[src/rtl/game_pkg.sv]
// rtl/game_pkg.sv - shared invaders game types, fleet geometry and projectile defaults
package game_pkg;

    typedef enum logic [1:0] {
        ST_INIT   = 2'd0,
        ST_READY  = 2'd1,
        ST_FLYING = 2'd2,
        ST_HIT    = 2'd3
    } proj_state_e;

    localparam int DEF_STEP_DIV   = 262144;
    localparam int DEF_PROJ_SPEED = 4;
    localparam int DEF_LAUNCH_V   = 450;
    localparam int DEF_TOP_LIMIT  = 35;

    // Fleet geometry, shared with the enemy fleet mover
    localparam int DEF_COLS      = 6;
    localparam int DEF_ROWS      = 3;
    localparam int DEF_SPACING_H = 50;
    localparam int DEF_SPACING_V = 50;
    localparam int DEF_ENEMY_W   = 30;
    localparam int DEF_ENEMY_HT  = 20;

    localparam int DEF_POINTS = 10;

endpackage

[src/rtl/fleet_hit_locator.sv]
// rtl/fleet_hit_locator.sv - combinational projectile-to-fleet cell locator using unrolled range compares
module fleet_hit_locator
    import game_pkg::*;
#(
    parameter int COLS      = DEF_COLS,
    parameter int ROWS      = DEF_ROWS,
    parameter int SPACING_H = DEF_SPACING_H,
    parameter int SPACING_V = DEF_SPACING_V,
    parameter int ENEMY_W   = DEF_ENEMY_W,
    parameter int ENEMY_HT  = DEF_ENEMY_HT
) (
    input  logic [9:0]           projectile_h,
    input  logic [9:0]           projectile_v,
    input  logic [9:0]           enemy_h,
    input  logic [9:0]           enemy_v,
    input  logic [COLS*ROWS-1:0] alive_mask,
    output logic                 in_cell,
    output logic [2:0]           col,
    output logic [1:0]           row,
    output logic                 alive
);

    logic [10:0]           dx;
    logic [10:0]           dy;
    logic [COLS-1:0]       col_ok;
    logic [ROWS-1:0]       row_ok;
    logic [COLS*ROWS-1:0]  cell_hit;
    logic [2:0]            col_acc [COLS+1];
    logic [1:0]            row_acc [ROWS+1];

    // Bit 10 of the 11-bit difference is the sign: projectile left of / above the anchor
    assign dx = {1'b0, projectile_h} - {1'b0, enemy_h};
    assign dy = {1'b0, projectile_v} - {1'b0, enemy_v};

    assign col_acc[0] = 3'd0;
    assign row_acc[0] = 2'd0;

    for (genvar c = 0; c < COLS; c++) begin : g_col
        logic [11:0] off;
        assign off           = {1'b0, dx} - 12'(c * SPACING_H);
        assign col_ok[c]     = ~dx[10] & ~off[11] & (off[10:0] < 11'(ENEMY_W));
        assign col_acc[c+1]  = col_acc[c] | (col_ok[c] ? 3'(c) : 3'd0);
    end

    for (genvar r = 0; r < ROWS; r++) begin : g_row
        logic [11:0] off;
        assign off           = {1'b0, dy} - 12'(r * SPACING_V);
        assign row_ok[r]     = ~dy[10] & ~off[11] & (off[10:0] < 11'(ENEMY_HT));
        assign row_acc[r+1]  = row_acc[r] | (row_ok[r] ? 2'(r) : 2'd0);
    end

    for (genvar r = 0; r < ROWS; r++) begin : g_cell_r
        for (genvar c = 0; c < COLS; c++) begin : g_cell_c
            assign cell_hit[r*COLS+c] = row_ok[r] & col_ok[c];
        end
    end

    assign in_cell = |cell_hit;
    assign col     = col_acc[COLS];
    assign row     = row_acc[ROWS];
    assign alive   = |(cell_hit & alive_mask);

endmodule

[src/rtl/projectile_controller.sv]
// rtl/projectile_controller.sv - player projectile launch, flight and fleet hit tracking; SCORE_EN adds the score port
module projectile_controller
    import game_pkg::*;
#(
    parameter int STEP_DIV   = DEF_STEP_DIV,
    parameter int PROJ_SPEED = DEF_PROJ_SPEED,
    parameter int LAUNCH_V   = DEF_LAUNCH_V,
    parameter int TOP_LIMIT  = DEF_TOP_LIMIT,
    parameter int COLS       = DEF_COLS,
    parameter int ROWS       = DEF_ROWS,
    parameter int SPACING_H  = DEF_SPACING_H,
    parameter int SPACING_V  = DEF_SPACING_V,
    parameter int ENEMY_W    = DEF_ENEMY_W,
    parameter int ENEMY_HT   = DEF_ENEMY_HT,
    parameter int POINTS     = DEF_POINTS
) (
    input  logic                 clk,
    input  logic                 reset_n,
    input  logic                 start,
    input  logic                 playing,
    input  logic                 fire,
    input  logic [9:0]           ship_h,
    input  logic [9:0]           enemy_h,
    input  logic [9:0]           enemy_v,
    output logic [9:0]           projectile_h,
    output logic [9:0]           projectile_v,
    output logic                 projectile_active,
    output logic                 hit,
    output logic [2:0]           hit_col,
    output logic [1:0]           hit_row,
    output logic [COLS*ROWS-1:0] alive_mask,
    output logic                 fleet_cleared
`ifdef SCORE_EN
    ,
    output logic [15:0]          score
`endif
);

    localparam int               CNT_W      = (STEP_DIV > 1) ? $clog2(STEP_DIV) : 1;
    localparam int               N_ENEMY    = COLS * ROWS;
    localparam logic [9:0]       PARK_LIMIT = 10'(TOP_LIMIT + PROJ_SPEED);
    localparam logic [CNT_W-1:0] CNT_LAST   = CNT_W'(STEP_DIV - 1);

    proj_state_e          state_q, state_d;
    logic [9:0]           ph_q, ph_d;
    logic [9:0]           pv_q, pv_d;
    logic                 act_q, act_d;
    logic [CNT_W-1:0]     cnt_q, cnt_d;
    logic                 hit_q, hit_d;
    logic [2:0]           hc_q, hc_d;
    logic [1:0]           hr_q, hr_d;
    logic [N_ENEMY-1:0]   alive_q, alive_d;
    logic                 clr_q, clr_d;
    logic                 fire_prev_q, fire_prev_d;
`ifdef SCORE_EN
    logic [15:0]          score_q, score_d;
`endif

    logic                 fire_edge;
    logic                 loc_in_cell;
    logic                 loc_alive;
    logic [2:0]           loc_col;
    logic [1:0]           loc_row;
    logic                 loc_hit;

    fleet_hit_locator #(
        .COLS      (COLS),
        .ROWS      (ROWS),
        .SPACING_H (SPACING_H),
        .SPACING_V (SPACING_V),
        .ENEMY_W   (ENEMY_W),
        .ENEMY_HT  (ENEMY_HT)
    ) u_locator (
        .projectile_h (ph_q),
        .projectile_v (pv_q),
        .enemy_h      (enemy_h),
        .enemy_v      (enemy_v),
        .alive_mask   (alive_q),
        .in_cell      (loc_in_cell),
        .col          (loc_col),
        .row          (loc_row),
        .alive        (loc_alive)
    );

    assign fire_edge = fire & ~fire_prev_q;
    assign loc_hit   = loc_in_cell & loc_alive;

    always_comb begin
        state_d     = state_q;
        ph_d        = ph_q;
        pv_d        = pv_q;
        act_d       = act_q;
        cnt_d       = cnt_q;
        hit_d       = 1'b0;
        hc_d        = hc_q;
        hr_d        = hr_q;
        alive_d     = alive_q;
        clr_d       = clr_q;
        fire_prev_d = fire;
`ifdef SCORE_EN
        score_d     = score_q;
`endif

        if (start || state_q == ST_INIT) begin
            state_d = (!start && playing) ? ST_READY : ST_INIT;
            ph_d    = '0;
            pv_d    = '0;
            act_d   = 1'b0;
            alive_d = '1;
            clr_d   = 1'b0;
`ifdef SCORE_EN
            score_d = '0;
`endif
        end else begin
            case (state_q)
                ST_READY: begin
                    if (fire_edge && playing) begin
                        ph_d    = ship_h;
                        pv_d    = 10'(LAUNCH_V);
                        act_d   = 1'b1;
                        cnt_d   = '0;
                        state_d = ST_FLYING;
                    end
                end
                ST_FLYING: begin
                    cnt_d = (cnt_q == CNT_LAST) ? '0 : cnt_q + 1'b1;
                    if (!playing) begin
                        ph_d    = '0;
                        pv_d    = '0;
                        act_d   = 1'b0;
                        state_d = ST_READY;
                    end else if (loc_hit) begin
                        // Hit wins over a coincident step tick
                        hit_d   = 1'b1;
                        hc_d    = loc_col;
                        hr_d    = loc_row;
                        alive_d = alive_q & ~(N_ENEMY'(1) << (int'(loc_row) * COLS + int'(loc_col)));
                        ph_d    = '0;
                        pv_d    = '0;
                        act_d   = 1'b0;
                        state_d = ST_HIT;
`ifdef SCORE_EN
                        score_d = (score_q > 16'(16'hFFFF - POINTS)) ? 16'hFFFF
                                                                      : score_q + 16'(POINTS);
`endif
                    end else if (cnt_q == CNT_LAST) begin
                        if (pv_q <= PARK_LIMIT) begin
                            ph_d    = '0;
                            pv_d    = '0;
                            act_d   = 1'b0;
                            state_d = ST_READY;
                        end else begin
                            pv_d = pv_q - 10'(PROJ_SPEED);
                        end
                    end
                end
                ST_HIT: begin
                    if (alive_q == '0) clr_d = 1'b1;
                    state_d = ST_READY;
                end
                default: state_d = ST_INIT;
            endcase
        end
    end

    always_ff @(posedge clk or negedge reset_n) begin
        if (!reset_n) begin
            state_q     <= ST_INIT;
            ph_q        <= '0;
            pv_q        <= '0;
            act_q       <= 1'b0;
            cnt_q       <= '0;
            hit_q       <= 1'b0;
            hc_q        <= '0;
            hr_q        <= '0;
            alive_q     <= '1;
            clr_q       <= 1'b0;
            fire_prev_q <= 1'b0;
`ifdef SCORE_EN
            score_q     <= '0;
`endif
        end else begin
            state_q     <= state_d;
            ph_q        <= ph_d;
            pv_q        <= pv_d;
            act_q       <= act_d;
            cnt_q       <= cnt_d;
            hit_q       <= hit_d;
            hc_q        <= hc_d;
            hr_q        <= hr_d;
            alive_q     <= alive_d;
            clr_q       <= clr_d;
            fire_prev_q <= fire_prev_d;
`ifdef SCORE_EN
            score_q     <= score_d;
`endif
        end
    end

    assign projectile_h      = ph_q;
    assign projectile_v      = pv_q;
    assign projectile_active = act_q;
    assign hit               = hit_q;
    assign hit_col           = hc_q;
    assign hit_row           = hr_q;
    assign alive_mask        = alive_q;
    assign fleet_cleared     = clr_q;
`ifdef SCORE_EN
    assign score             = score_q;
`endif

endmodule

[config.mk]
export PLATFORM = sky130hd
export DESIGN_NAME = projectile_controller
export DESIGN_NICKNAME = d
export VERILOG_FILES = /design/src/rtl/game_pkg.sv /design/src/rtl/fleet_hit_locator.sv /design/src/rtl/projectile_controller.sv
export SDC_FILE = /design/constraint.sdc
export NUM_CORES = 1
export LEC_CHECK = 0
export BUFFER_PORTS_ARGS = -buffer_cell sky130_fd_sc_hd__buf_2
export CORE_MARGIN = 2
export CORE_UTILIZATION = 40
export DETAILED_ROUTE_END_ITERATION = 7
export GPL_TIMING_DRIVEN = 0
export PLACE_DENSITY_LB_ADDON = 0.08
export SLEW_MARGIN = 20
export SYNTH_ARGS = -nofsm -noshare
export SYNTH_HDL_FRONTEND = slang
export SYNTH_SLANG_ARGS = --single-unit
[constraint.sdc]
create_clock -name clk -period 4.72 [get_ports clk]
set_input_delay 1.18 -clock clk [delete_from_list [all_inputs] [get_ports clk]]
set_output_delay 1.18 -clock clk [all_outputs]
set_load 0.005 [all_outputs]
==> run metrics <==
hold depth=1; Num CTS Buffers=9; Worst IR Drop VDD=0.1625 mV; DIE AREA=~0.014 sq mm; Yosys top cell area share=22.64%; crit share post-route=100.2%; port bufs=78; # IOs=just over 80; Ys Warns=0; critical path cell sequence=buf_2 > inv_1 > fa_1 > a211oi_2 > o21bai_1 > a21oi_2 > xnor2_1 > nor4b_1 > mux2_4 > a32o_1 > nand3_2 > inv_2 > ha_4 > ha_4 > a21o_1 > nand2_2 > xor2_2 > nand2_2 > nor3_2 > a31oi_1; fin. max-slew vios=0; Root Buffer=clkbuf_16; CP bufs+invs=3; post-route ant nets=0; clk buf depth=2; Final GP Congestion=around 0.87; Iter 0 DRT Violations=311; area leader, netlist=dfrtp_1; Crit path largest cell delay=between 0.4 and 0.5 ns; HPWL Detailed=10.90 mm; Clock Power Share=43.4%; critical path type=primary input to flop; Req. time, crit path=just under 5 ns; Final min period=4.728 ns; CP Depth=20; Synth Cell Area=around 0.0052 sq mm; Worst-Margin Slew=0.8290 ns; Slew Limit Headroom=~44%; share of layout cells above drive strength 1=34.28%; Internal Dissipation=about 1.2 mW; FFs w/ async S/R, synth=100.0%; CTS HTree Levels=3; Area growth syn-to-layout=35.72%; crit end category=flop; Worst path slowest cell=fa_1; EDFF count, synth=0; routed vias=5137; clk_skew=0.01223 ns; Startpoint Class=primary input; Starting Density=around two fifths; CORE AREA=0.01267 sq mm; setup ws final=-0.008029 ns; Nets=805; delay-heaviest family, CP=compound AO/OA/AOI/OAI gates; cells on worst reg2reg path=18; Worst-path clk slew=0.05 ns; Net Sw Power=~0.44 mW; Seq/Total Area, Yosys=31.74%; overall routing resource usage=21.42%; first-pass GRT wire length=24.58 mm; Congestion Overflow GR=0; combinational share of power=20.3%; Sum Neg Setup Slack=-0.008029 ns; DRC viols=0; register bit total from synthesis=65; fin util=55.64%; largest net degree at the start of global routing=51; Switching Share=a little over a quarter; Leak=3.162 nW; worst skew pair latency=0.34 ns; Std-Cell Rows=41; Mapped Cells=612; routed len/inst=~16 um; CTS tree=yes; prevailing post-synth register cell=dfrtp_1; Mapped Avg Cell Area=8.489 sq um; Reg power frac=between 30% and 40%; Achievable Freq=0.2115 GHz; Crit path arrival time=roughly 5.0 ns; Cell Pwr Density=233.5 mW/mm^2; vias per cell=5.627; final hold violation count=0; CP max FO=4; Die H=118.0 um; unrepaired setup endpoints after global routing=true; Area contributors post-synth=dfrtp_1, dfstp_2, ha_1; Detailed Route WL=14.83 mm; drt pass-1 iters=4; initial antenna violation count=0; failing checks=setup timing; max_cap viols=0; HP Class=flop to flop; vias in the first global route=roughly 4900; Sink Count=65; Diodes inserted=0; Post-Syn Nets=681; Die Wd=118.0 um; Commonest cells post-synth=nor2_1, dfrtp_1, nand2_1, o21ai_0, inv_1; library cells used by synthesis=70; setup violators final=1; count leader, synth=nor2_1; status=finished, violations left
stage by stage:
| stage | area, sq um | hold slack, ns | setup slack (ns) | std cells | total power, mW |
|---|---|---|---|---|---|
| 2_1_floorplan | 5338 | 0.4551 | -0.1483 | 612 | 0.7971 |
| 5_1_grt | 7051 | 0.5105 | -0.1799 | 913 | 1.721 |
| 6_report | 7051 | 0.4846 | -0.008029 | 913 | 1.646 |
| 4_1_cts | 6609 | 0.4876 | -0.05562 | 901 | 1.624 |
| 3_3_place_gp | 5943 | 0.4727 | -0.7469 | 862 | 0.8688 |
| 3_5_place_dp | 5973 | 0.4801 | -0.8300 | 863 | 0.8779 |
power groups by stage:
| stage | sequential (mW) | combinational [mW] | clock, mW |
|---|---|---|---|
| detailed placement | 0.606 | 0.272 | 0 |
| floorplan | 0.602 | 0.195 | 0 |
| finish | 0.597 | 0.334 | 0.715 |
| global route | 0.600 | 0.371 | 0.750 |
| global placement | 0.605 | 0.264 | 0 |
| CTS | 0.597 | 0.302 | 0.725 |
worst paths after layout:
| kind | end | slack (ns) | from |
|---|---|---|---|
| max reg2reg | alive_mask[9]$_DFFE_PN1P_ | 0.46 | projectile_v[1]$_DFFE_PN0P_ |
| min in group asynchronous | fleet_cleared$_DFFE_PN0P_ | 0.71 | reset_n |
| min reg2reg | cnt_q[17]$_DFFE_PN0P_ | 0.48 | cnt_q[17]$_DFFE_PN0P_ |
| max | alive_mask[9]$_DFFE_PN1P_ | -0.008 | enemy_v[0] |
| min | cnt_q[17]$_DFFE_PN0P_ | 0.48 | cnt_q[17]$_DFFE_PN0P_ |
| max in group asynchronous | alive_mask[3]$_DFFE_PN1P_ | 3.45 | reset_n |
timing repair:
| action | 4_1_cts | 5_1_grt |
|---|---|---|
| pin swaps | 21 | 38 |
| gates cloned | 0 | 1 |
| resized for setup | 27 | 74 |
| endpoints found under the setup margin | 38 | 36 |
| buffers inserted | 23 | 12 |
| hold buffers | 0 | 0 |
routing by layer:
layer	up-vias	wire [um]	track usage [%]	share of wire [%]
li1	2519	-	-	-
met1	2489	6992	29.18	47
met2	114	7077	35.54	48
met3	15	579	3.440	3.9
met4	0	176	5.346	1.2
met5	-	0	0	0
cells in the final DEF (no fill, tap or decap), types with 6 or more instances in the layout:
cell type and count:
a21o_1 13, a21oi_1 28, a22o_1 14, a31oi_1 17
and2_1 6, and3_1 11, buf_2 73, buf_4 37
buf_6 6, clkbuf_1 14, clkbuf_16 10, dfrtp_1 47
dfstp_2 18, ha_1 19, ha_2 6, ha_4 6
inv_1 30, mux2_4 7, nand2_1 43, nand2b_1 8
nand3_1 16, nor2_1 62, nor2_2 8, nor3_1 10
o21ai_0 35, o31a_1 7, o31ai_1 6, or3_1 8
xnor2_1 10, xor2_1 7
state kept, by name, indices dropped and copies added, names as in the netlist:
register	cells
hit_col	3
cnt_q	18
fleet_cleared	1
projectile_v	9
state_q	2
projectile_h	10
alive_mask	18
hit	1
hit_row	2
fire_prev_q	1
cell families after synthesis:
logic type      synth area share, %
mux                           1.710
buf+inv                       4.721
flops                         31.74
compound gates                27.05
fa+ha+maj                     8.622
xor+xnor                      4.865
simple gates                  21.22
other cells                 0.07219
layout make-up:
| class | instances | area (sq um) |
|---|---|---|
| repair buffers | 115 | 773.2 |
| clock buffers | 13 | 250.2 |
| fillers | 1184 | 5620 |
| clock inverters | 3 | 65.06 |
| plain buffers | 20 | 120.1 |
| flip-flops and latches | 65 | 1649 |
| multi-input cells | 490 | 3831 |
| well taps | 172 | 215.2 |
| inverters | 35 | 146.4 |
(Power assumes the default switching activity.)
